## config.mk

```make
export PLATFORM = sky130hd
export DESIGN_NAME = bshifter_seq_flat
export DESIGN_NICKNAME = d
export VERILOG_FILES = /design/src/rtl/bshifter_pkg.sv /design/src/rtl/bshifter_if.sv /design/src/rtl/bshifter_step.sv /design/src/rtl/bshifter_seq.sv /design/src/flat_wrapper.sv
export SDC_FILE = /design/constraint.sdc
export NUM_CORES = 1
export LEC_CHECK = 0
export CELL_PAD_IN_SITES_DETAIL_PLACEMENT = 1
export CELL_PAD_IN_SITES_GLOBAL_PLACEMENT = 1
export CORE_UTILIZATION = 32
export CTS_BUF_LIST = sky130_fd_sc_hd__clkbuf_16
export CTS_CLUSTER_DIAMETER = 60
export DETAILED_ROUTE_END_ITERATION = 12
export HOLD_SLACK_MARGIN = 0.08
export PLACE_DENSITY = 0.87
export SLEW_MARGIN = 30
export SYNTH_ARGS = -nofsm -noshare
export SYNTH_HDL_FRONTEND = slang
export SYNTH_SLANG_ARGS = --single-unit
export TNS_END_PERCENT = 5
```

## constraint.sdc

```tcl
create_clock -name clock -period 1.54 [get_ports clock]
set_input_delay 0.154 -clock clock [delete_from_list [all_inputs] [get_ports clock]]
set_output_delay 0.154 -clock clock [all_outputs]
set_load 0.02 [all_outputs]
```

## src/rtl/bshifter_pkg.sv

```systemverilog
// Shared types for the multi-cycle shifter: shift modes, FSM states and mode legality.
package bshifter_pkg;

    typedef enum logic [2:0] {
        LSL = 3'd0,
        LSR = 3'd1,
        ASR = 3'd2,
        ROL = 3'd3,
        ROR = 3'd4
    } shift_mode_t;

    typedef enum logic [1:0] {
        IDLE  = 2'd0,
        SHIFT = 2'd1,
        DONE  = 2'd2
    } state_t;

    // Encodings 5..7 are reserved and reported as errors.
    function automatic logic mode_legal(input logic [2:0] mode);
        return (mode <= 3'd4);
    endfunction

endpackage

```

## src/rtl/bshifter_if.sv

```systemverilog
// Request/response handshake bundle for bshifter_seq.
interface bshifter_if #(
    parameter int WIDTH = 16
);
    localparam int AMTW = $clog2(WIDTH);

    logic             in_valid;
    logic             in_ready;
    logic [WIDTH-1:0] in_val;
    logic [AMTW-1:0]  in_amt;
    logic [2:0]       in_mode;
    logic             in_fill;
    logic             out_valid;
    logic             out_ready;
    logic [WIDTH-1:0] out_res;
    logic             out_so;
    logic             out_err;

    modport master (
        output in_valid, in_val, in_amt, in_mode, in_fill, out_ready,
        input  in_ready, out_valid, out_res, out_so, out_err
    );

    modport slave (
        input  in_valid, in_val, in_amt, in_mode, in_fill, out_ready,
        output in_ready, out_valid, out_res, out_so, out_err
    );

endinterface

```

## src/rtl/bshifter_step.sv

```systemverilog
// Combinational single step: shifts/rotates a value by k (0..STEP) and reports the last bit out.
module bshifter_step
    import bshifter_pkg::*;
#(
    parameter  int WIDTH = 16,
    parameter  int STEP  = 1,
    localparam int KW    = $clog2(STEP + 1)
) (
    input  logic [WIDTH-1:0] i_val,
    input  logic [KW-1:0]    i_k,
    input  shift_mode_t      i_mode,
    input  logic             i_fill,
    input  logic             i_so,
    output logic [WIDTH-1:0] o_res,
    output logic             o_so
);
    localparam int AW = $clog2(WIDTH);
    localparam logic [WIDTH-1:0] ONES = '1;

    logic [AW:0]      w_k;
    logic [AW:0]      w_back;
    logic [WIDTH-1:0] w_lo_mask;
    logic [WIDTH-1:0] w_hi_mask;
    logic [WIDTH-1:0] w_left;
    logic [WIDTH-1:0] w_right;
    logic [WIDTH-1:0] w_wrap_r;
    logic [WIDTH-1:0] w_wrap_l;
    logic [WIDTH-1:0] w_out_r;

    assign w_k       = (AW + 1)'(i_k);
    assign w_back    = (AW + 1)'(WIDTH) - w_k;
    assign w_lo_mask = ~(ONES << w_k);
    assign w_hi_mask = ~(ONES >> w_k);
    assign w_left    = i_val << w_k;
    assign w_right   = i_val >> w_k;
    // With k==0 the wrap terms shift by WIDTH and vanish, so no special case is needed.
    assign w_wrap_r  = i_val >> w_back;
    assign w_wrap_l  = i_val << w_back;
    assign w_out_r   = i_val >> (w_k - 1'b1);

    always_comb begin
        o_res = i_val;
        o_so  = i_so;
        case (i_mode)
            LSL:     o_res = w_left  | (i_fill ? w_lo_mask : '0);
            LSR:     o_res = w_right | (i_fill ? w_hi_mask : '0);
            ASR:     o_res = w_right | (i_val[WIDTH-1] ? w_hi_mask : '0);
            ROL:     o_res = w_left  | w_wrap_r;
            ROR:     o_res = w_right | w_wrap_l;
            default: o_res = i_val;
        endcase
        if (i_k != '0) begin
            case (i_mode)
                LSL, ROL:      o_so = w_wrap_r[0];
                LSR, ASR, ROR: o_so = w_out_r[0];
                default:       o_so = i_so;
            endcase
        end
    end

endmodule

```

## src/rtl/bshifter_seq.sv

```systemverilog
// Multi-cycle shifter/rotator: accepts a request, shifts up to STEP bits per clock, holds the result until taken.
module bshifter_seq
    import bshifter_pkg::*;
#(
    parameter int WIDTH = 16,
    parameter int STEP  = 1
) (
    input  logic        clock,
    input  logic        reset,
    bshifter_if.slave   bus
);
    localparam int AMTW = $clog2(WIDTH);
    localparam int KW   = $clog2(STEP + 1);
    localparam logic [AMTW-1:0] STEP_A = AMTW'(STEP);
    localparam logic [KW-1:0]   STEP_K = KW'(STEP);

    state_t           r_state;
    state_t           w_next;
    logic [WIDTH-1:0] r_res;
    logic             r_so;
    logic             r_err;
    logic [AMTW-1:0]  r_rem;
    shift_mode_t      r_mode;
    logic             r_fill;

    logic             w_in_ready;
    logic             w_out_valid;
    logic             w_accept;
    logic             w_direct;
    logic [KW-1:0]    w_k;
    logic             w_last;
    logic [WIDTH-1:0] w_step_res;
    logic             w_step_so;

    assign w_accept = bus.in_valid && w_in_ready;
    // Illegal modes and zero amounts complete without entering SHIFT.
    assign w_direct = !mode_legal(bus.in_mode) || (bus.in_amt == '0);
    assign w_k      = (r_rem >= STEP_A) ? STEP_K : KW'(r_rem);
    assign w_last   = (r_rem == AMTW'(w_k));

    bshifter_step #(
        .WIDTH (WIDTH),
        .STEP  (STEP)
    ) u_step (
        .i_val  (r_res),
        .i_k    (w_k),
        .i_mode (r_mode),
        .i_fill (r_fill),
        .i_so   (r_so),
        .o_res  (w_step_res),
        .o_so   (w_step_so)
    );

    always_ff @(posedge clock or posedge reset) begin
        if (reset) begin
            r_state <= IDLE;
        end else begin
            r_state <= w_next;
        end
    end

    always_comb begin
        w_next = r_state;
        case (r_state)
            IDLE:    if (w_accept) w_next = w_direct ? DONE : SHIFT;
            SHIFT:   if (w_last) w_next = DONE;
            DONE:    if (bus.out_ready) w_next = IDLE;
            default: w_next = IDLE;
        endcase
    end

    always_comb begin
        w_in_ready  = (r_state == IDLE) && !reset;
        w_out_valid = (r_state == DONE);
    end

    always_ff @(posedge clock or posedge reset) begin
        if (reset) begin
            r_res  <= '0;
            r_so   <= 1'b0;
            r_err  <= 1'b0;
            r_rem  <= '0;
            r_mode <= LSL;
            r_fill <= 1'b0;
        end else if (w_accept) begin
            r_res  <= bus.in_val;
            r_so   <= 1'b0;
            r_err  <= !mode_legal(bus.in_mode);
            r_rem  <= bus.in_amt;
            r_mode <= shift_mode_t'(bus.in_mode);
            r_fill <= bus.in_fill;
        end else if (r_state == SHIFT) begin
            r_res  <= w_step_res;
            r_so   <= w_step_so;
            r_rem  <= r_rem - AMTW'(w_k);
        end
    end

    assign bus.in_ready  = w_in_ready;
    assign bus.out_valid = w_out_valid;
    assign bus.out_res   = r_res;
    assign bus.out_so    = r_so;
    assign bus.out_err   = r_err;

endmodule

```

## src/flat_wrapper.sv

```systemverilog
// flat-port wrapper written by rule: the top's interface ports become plain ports
module bshifter_seq_flat import bshifter_pkg::*;
#(
    parameter int WIDTH = 16,
    parameter int STEP  = 1
)
  (clock, reset, bus_in_valid, bus_in_val, bus_in_amt, bus_in_mode, bus_in_fill, bus_out_ready, bus_in_ready, bus_out_valid, bus_out_res, bus_out_so, bus_out_err);
  bshifter_if #(.WIDTH(WIDTH)) bus_i ();
  input  logic clock;
  input  logic reset;
  input wire logic [$bits(bus_i.in_valid)-1:0] bus_in_valid;
  input wire logic [$bits(bus_i.in_val)-1:0] bus_in_val;
  input wire logic [$bits(bus_i.in_amt)-1:0] bus_in_amt;
  input wire logic [$bits(bus_i.in_mode)-1:0] bus_in_mode;
  input wire logic [$bits(bus_i.in_fill)-1:0] bus_in_fill;
  input wire logic [$bits(bus_i.out_ready)-1:0] bus_out_ready;
  output wire logic [$bits(bus_i.in_ready)-1:0] bus_in_ready;
  output wire logic [$bits(bus_i.out_valid)-1:0] bus_out_valid;
  output wire logic [$bits(bus_i.out_res)-1:0] bus_out_res;
  output wire logic [$bits(bus_i.out_so)-1:0] bus_out_so;
  output wire logic [$bits(bus_i.out_err)-1:0] bus_out_err;
  assign bus_i.in_valid = bus_in_valid;
  assign bus_i.in_val = bus_in_val;
  assign bus_i.in_amt = bus_in_amt;
  assign bus_i.in_mode = bus_in_mode;
  assign bus_i.in_fill = bus_in_fill;
  assign bus_i.out_ready = bus_out_ready;
  assign bus_in_ready = bus_i.in_ready;
  assign bus_out_valid = bus_i.out_valid;
  assign bus_out_res = bus_i.out_res;
  assign bus_out_so = bus_i.out_so;
  assign bus_out_err = bus_i.out_err;
  bshifter_seq #(.WIDTH(WIDTH), .STEP(STEP)) u_core (.clock(clock), .reset(reset), .bus(bus_i));
endmodule
```

==> results of run 1 <==
==> cells by family (layout without fill, tap and decap cells) <==
kind of cell               count (synthesis)  after routing  synth area share, %
adders and majority gates                  1              1                0.774
and+or+nand+nor                           45             45                 15.2
xor gates and xnor gates                   1              1                0.542
AOI/OAI and AO/OA                         51             51                 22.4
muxes                                     20             20                 12.5
DFF                                       28             28                 43.3
buffers and inverters                     13             77                 5.34
==> power by group <==
group / internal [W] / switching, W / total [W]
Sequential: 0.00111 / 0.000489 / 0.00160
Clock: 0.000349 / 0.000262 / 0.000611
Combinational: 0.00181 / 0.00181 / 0.00362
==> cell usage after synthesis, types with 2 or more instances <==
| cell type | n |
|---|---|
| buf_4 | 2 |
| dfrtp_1 | 28 |
| buf_6 | 2 |
| mux2i_1 | 19 |
| o21ai_1 | 10 |
| nor2_1 | 6 |
| nand2b_1 | 3 |
| o21ai_0 | 10 |
| nor3_1 | 5 |
| nor4b_1 | 2 |
| buf_2 | 2 |
| inv_1 | 4 |
| a21oi_1 | 4 |
| nand2_1 | 19 |
| a22oi_1 | 15 |
==> path summary, 6_finish.rpt <==
check / startpoint / endpoint / slack (ns) / cells after the start
max in group asynchronous: reset / u_core.r_state[1]$_DFFE_PP0P_ / 1.00 / 3
hold / removal: reset / async pin / 0.37 / 3
min in group clock: bus_in_fill / u_core.r_fill$_DFFE_PP0P_ / 0.42 / 3
hold reg to reg: u_core.bus.out_err$_DFFE_PP0P_ / u_core.bus.out_err$_DFFE_PP0P_ / 0.48 / 2
setup / recovery: u_core.r_rem[2]$_DFFE_PP0P_ / flip-flop / -0.1 / 5
setup reg to reg: u_core.r_rem[2]$_DFFE_PP0P_ / flip-flop / -0.1 / 5
==> per-layer routing <==
metal	routed length, um	GRT usage [%]	up-vias	part of all wire (%)
li1	-	-	718	-
met1	2340	27.4	756	45
met2	2610	35.5	40	50
met3	167	2.49	9	3.2
met4	93	5.01	0	1.8
met5	0	0	-	0
==> per-stage QoR <==
step / TNS [ns] / cell area (um2) / std cells
2_1_floorplan: -0.555 / 1620 / 159
3_3_place_gp: -1.39 / 2270 / 283
3_5_place_dp: -2.53 / 2270 / 283
4_1_cts: -0.409 / 2420 / 289
5_1_grt: -1.67 / 2460 / 290
6_report: -0.525 / 2460 / 290
==> cell type report <==
class,instances,area share (%)
Clock buffer,3,3.05
Clock inverter,1,0.152
Inverter,4,0.609
Multi-Input combinational cell,118,36.3
Sequential cell,28,28.6
Tap cell,67,3.40
Timing Repair Buffer,69,27.9
==> timing repair <==
action,4_1_cts,5_1_grt
pin swaps,5,2
buffers inserted,2,1
gates resized for setup,17,11
setup endpoints to repair,22,22
gates cloned,0,0
==> worst max-delay path: stages, from the launching register on <==
cell and delay, ns:
dfrtp_1 0.39, or4_4 0.56, a31oi_4 0.20, buf_12 0.18, o2bb2ai_2 0.12, nor3_1 0.07
==> flow_summary.json, run 1 <==
{
  "multi_input_area_um2": 895,
  "synthTopCellsByArea": "dfrtp_1 43%, mux2i_1 12%, a22oi_1 7.0%, nand2_1 4.4%, o21ai_0 3.1%",
  "drive_gt1_share_pct": 20.6,
  "grt_remaining_overflow": 0,
  "yosysUniqueCellTypes": 43,
  "design.core.area_mm2": 0.00479,
  "dp_slack_ns": -0.232,
  "hpwl_um": 3440,
  "track_usage_pct": 20.6,
  "cap_viol_max_count": 0,
  "netlist_area_mm2": 0.00162,
  "vdd_ir_drop_max_mv": 0.950,
  "critPathKind": "flip-flop to flip-flop",
  "ys_ff_latch": 28,
  "final_core_util_pct": 51.5,
  "ys_warn_count": 0,
  "fillCellCount": 533,
  "cts_made_buffers": 3,
  "post_drt_wl_per_cell_um": 18.0,
  "io_pins": 48,
  "period_needed_ns": 1.64,
  "cts_max_level": 1,
  "total_leakage_power_nw": 1.07,
  "synthToLayoutAreaGrowth_pct": 52.5,
  "holdWs_ns": 0.368,
  "slew_viol_final": 0,
  "final.setup_skew_ns": 0.00390,
  "worstSetupEndpointType": "flip-flop",
  "die_y_um": 73.1,
  "grt_start_max_net_pins": 29,
  "hold_viol_final": 0,
  "violations": "negative setup slack",
  "gp_congestion": 0.836,
  "cp.required_ns": 1.69,
  "first_pass_iters": 4,
  "rows": 25,
  "status": "finished with violations",
  "io_buffers": 47,
  "grt_pass1_vias": 1645,
  "clk_pin_slew_ns": 0.07,
  "postSynth.asyncResetShare_pct": 100,
  "num_vias": 1523,
  "crit_path_max_fanout": 15,
  "antennaDiodeCount": 0,
  "clock-sinks": 28,
  "cts_tree": "done",
  "powerDensity_mw_per_mm2": 2360,
  "fmax_mhz": 610,
  "hp-class": "primary input to async pin",
  "clk_latency_ns": 0.27,
  "avgSynthCellArea_um2": 10.2,
  "drc_errors": 0,
  "arrival_ns": 1.79,
  "synth_top_area_share_pct": 43.3,
  "synthCells": 159,
  "synthFlopType": "dfrtp_1",
  "seq_area_um2": 704,
  "drt-vias-per-instance": 5.25,
  "final_cell_mix": "41 x clkdlybuf4s50_1, 25 x dfrtp_1, 19 x nand2_1",
  "drtIter0Drc": 78,
  "die_width_um": 73.1,
  "wl_um": 5210,
  "start_util_pct": 33.8,
  "setup.worst_path.start_class": "flip-flop",
  "setup_slack_ns": -0.0991,
  "synth_edf_count": 0,
  "ys_seq_area_share_pct": 43.3,
  "worst_pin_slew_ns": 0.361,
  "postCtsHoldBufs": 0,
  "antenna_found_initial": 0,
  "dieArea_mm2": 0.00534,
  "final_common_cell": "clkdlybuf4s50_1",
  "setup_viol": 16,
  "fin_crit_sh_pct": 106,
  "rsz0062_at_grt": "yes",
  "postRouteAntennaNets": 0,
  "synth_largest_area_cell": "dfrtp_1",
  "p_total_w": 0.00583,
  "synth_nets": 188,
  "grt_pass1_wl_um": 8380,
  "cts-root-buf": "clkbuf_16",
  "max_slew_margin_pct": 75.8,
  "final_net_count": 253,
  "cts.path.max_buffers": 2
}
Note: power is estimated with default switching activity, not from simulation.
==> inputs of run 2 (changes only) <==
- GPL_ROUTABILITY_DRIVEN: default -> 0
==> run 2 against run 1 <==
Effect of this change: the run still ends with negative setup slack left; total power shrank 2.7%; flip-flop and latch count is the same; non-clock buffer count shrank 2; core utilization shrank 1.3 points; register-to-register slack lost 0.05 ns.
==> flow_summary.json, run 2 (same netlist as run 1, synthesis figures left out) <==
{
  "status": "finished with violations",
  "violations": "negative setup slack",
  "grt_pass1_wl_um": 8140,
  "drc_errors": 0,
  "setup.worst_path.start_class": "flip-flop",
  "path_buf_inv": 1,
  "antennaDiodeCount": 0,
  "grt_pass1_vias": 1645,
  "arrival_ns": 1.82,
  "holdWs_ns": 0.390,
  "wl_um": 4900,
  "clk_pin_slew_ns": 0.07,
  "crit_path_max_fanout": 16,
  "cpPeakStageDelay_ns": 0.55,
  "final_net_count": 251,
  "period_needed_ns": 1.69,
  "cts_tree": "done",
  "fin_crit_sh_pct": 109,
  "rows": 25,
  "synthToLayoutAreaGrowth_pct": 48.7,
  "postRouteAntennaNets": 0,
  "cts_max_level": 1,
  "drtIter0Drc": 78,
  "cap_viol_max_count": 0,
  "fmax_mhz": 593,
  "cp.required_ns": 1.67,
  "clock-sinks": 28,
  "antenna_found_initial": 0,
  "fillCellCount": 534,
  "track_usage_pct": 20.0,
  "slew_viol_final": 0,
  "final_common_cell": "clkdlybuf4s50_1",
  "hp-class": "primary input to async pin",
  "grt_start_max_net_pins": 29,
  "max_slew_margin_pct": 74.2,
  "crit_chain": "or4_4 -> a31oi_4 -> buf_12 -> o2bb2ai_1 -> nor3_1",
  "num_vias": 1509,
  "start_util_pct": 33.8,
  "setup_slack_ns": -0.146,
  "postCtsHoldBufs": 0,
  "critPathKind": "flip-flop to flip-flop",
  "dieArea_mm2": 0.00534,
  "powerDensity_mw_per_mm2": 2360,
  "worst_pin_slew_ns": 0.386,
  "drive_gt1_share_pct": 17.2,
  "die_width_um": 73.1,
  "first_pass_iters": 4,
  "cp_top_family": "simple AND/OR/NAND/NOR gates",
  "cts.path.max_buffers": 2,
  "hpwl_um": 3520,
  "die_y_um": 73.1,
  "rsz0062_at_grt": "yes",
  "vdd_ir_drop_max_mv": 0.890,
  "final_cell_mix": "42 x clkdlybuf4s50_1, 25 x dfrtp_1, 19 x mux2i_1",
  "clk_latency_ns": 0.27,
  "total_leakage_power_nw": 1.07,
  "grt_remaining_overflow": 0,
  "cts_made_buffers": 3,
  "io_buffers": 47,
  "design.core.area_mm2": 0.00479,
  "crit_slowest_cell": "or4_4",
  "io_pins": 48,
  "hold_viol_final": 0,
  "cts-root-buf": "clkbuf_16",
  "final.setup_skew_ns": 0.00604,
  "setup_viol": 18,
  "drt-vias-per-instance": 5.24,
  "dp.cells": 283,
  "post_drt_wl_per_cell_um": 17.0,
  "final_cells": 288,
  "worstSetupEndpointType": "flip-flop"
}
-- run 2: cell types whose count changed in the layout (fill, tap and decap cells not counted), sizes merged --
| cell | change |
|---|---|
| dlygate4sd2 | -2 |
| dlymetal6s2s | +1 |
| clkdlybuf4s50 | +1 |
| buf | -2 |
-- run 2: routing by layer --
layer  share of wire, %  GRT usage [%]  vias up
met5                  0              0        -
met4               0.84           3.27        0
met3                3.8           2.62        5
met2                 49           34.0       38
met1                 46           27.5      756
li1                   -              -      710
-- run 2: tightest hold or removal path: stages --
cell and delay, ns:
clkdlybuf4s50_1 0.49, inv_1 0.08, buf_4 0.34
-- run 2: repair_timing --
item                                   4_1_cts  5_1_grt
setup buffers                                0        1
endpoints found under the hold margin        0        0
gates resized for setup                      6       16
setup endpoints to repair                   21       27
pin swaps                                    5        5
-- run 2: layout make-up --
type	instances	area, um2	area share, %
Multi-Input combinational cell	118	863	35.9
Clock buffer	3	75.1	3.12
Clock inverter	1	3.75	0.156
Inverter	4	15.0	0.625
Timing Repair Buffer	67	658	27.4
Sequential cell	28	704	29.3
Tap cell	67	83.8	3.49
-- run 2: power breakdown --
part / internal [W] / leakage, nW / switching [W]
sequential: 0.00111 / 0.343 / 0.000472
combinational: 0.00174 / 0.685 / 0.00174
clock: 0.000349 / 0.0385 / 0.000257
-- run 2: path summary, 6_finish.rpt --
kind,depth (start not counted),start,end,slack [ns]
worst max register to register,5,u_core.r_rem[1]$_DFFE_PP0P_,flip-flop,-0.15
worst min-delay path,3,reset,u_core.r_fill$_DFFE_PP0P_,0.39
min in group clock,3,bus_in_fill,u_core.r_fill$_DFFE_PP0P_,0.42
worst min register to register,2,u_core.bus.out_err$_DFFE_PP0P_,u_core.bus.out_err$_DFFE_PP0P_,0.49
worst max-delay path,5,u_core.r_rem[1]$_DFFE_PP0P_,flip-flop,-0.15
max in group asynchronous,3,reset,u_core.r_state[1]$_DFFE_PP0P_,0.85
-- run 2: metrics by stage --
stage / cell area, um2 / power [W] / worst slack (ns) / setup TNS (ns) / util [%]
2_1_floorplan: 1620 / 0.00358 / -0.0639 / -0.555 / -
3_3_place_gp: 2260 / 0.00470 / -0.142 / -1.36 / 47.2
3_5_place_dp: 2260 / 0.00485 / -0.179 / -2.36 / 47.2
4_1_cts: 2350 / 0.00553 / -0.205 / -2.74 / 49.2
5_1_grt: 2400 / 0.00606 / -0.192 / -1.68 / 50.2
6_report: 2400 / 0.00567 / -0.146 / -0.803 / 50.2
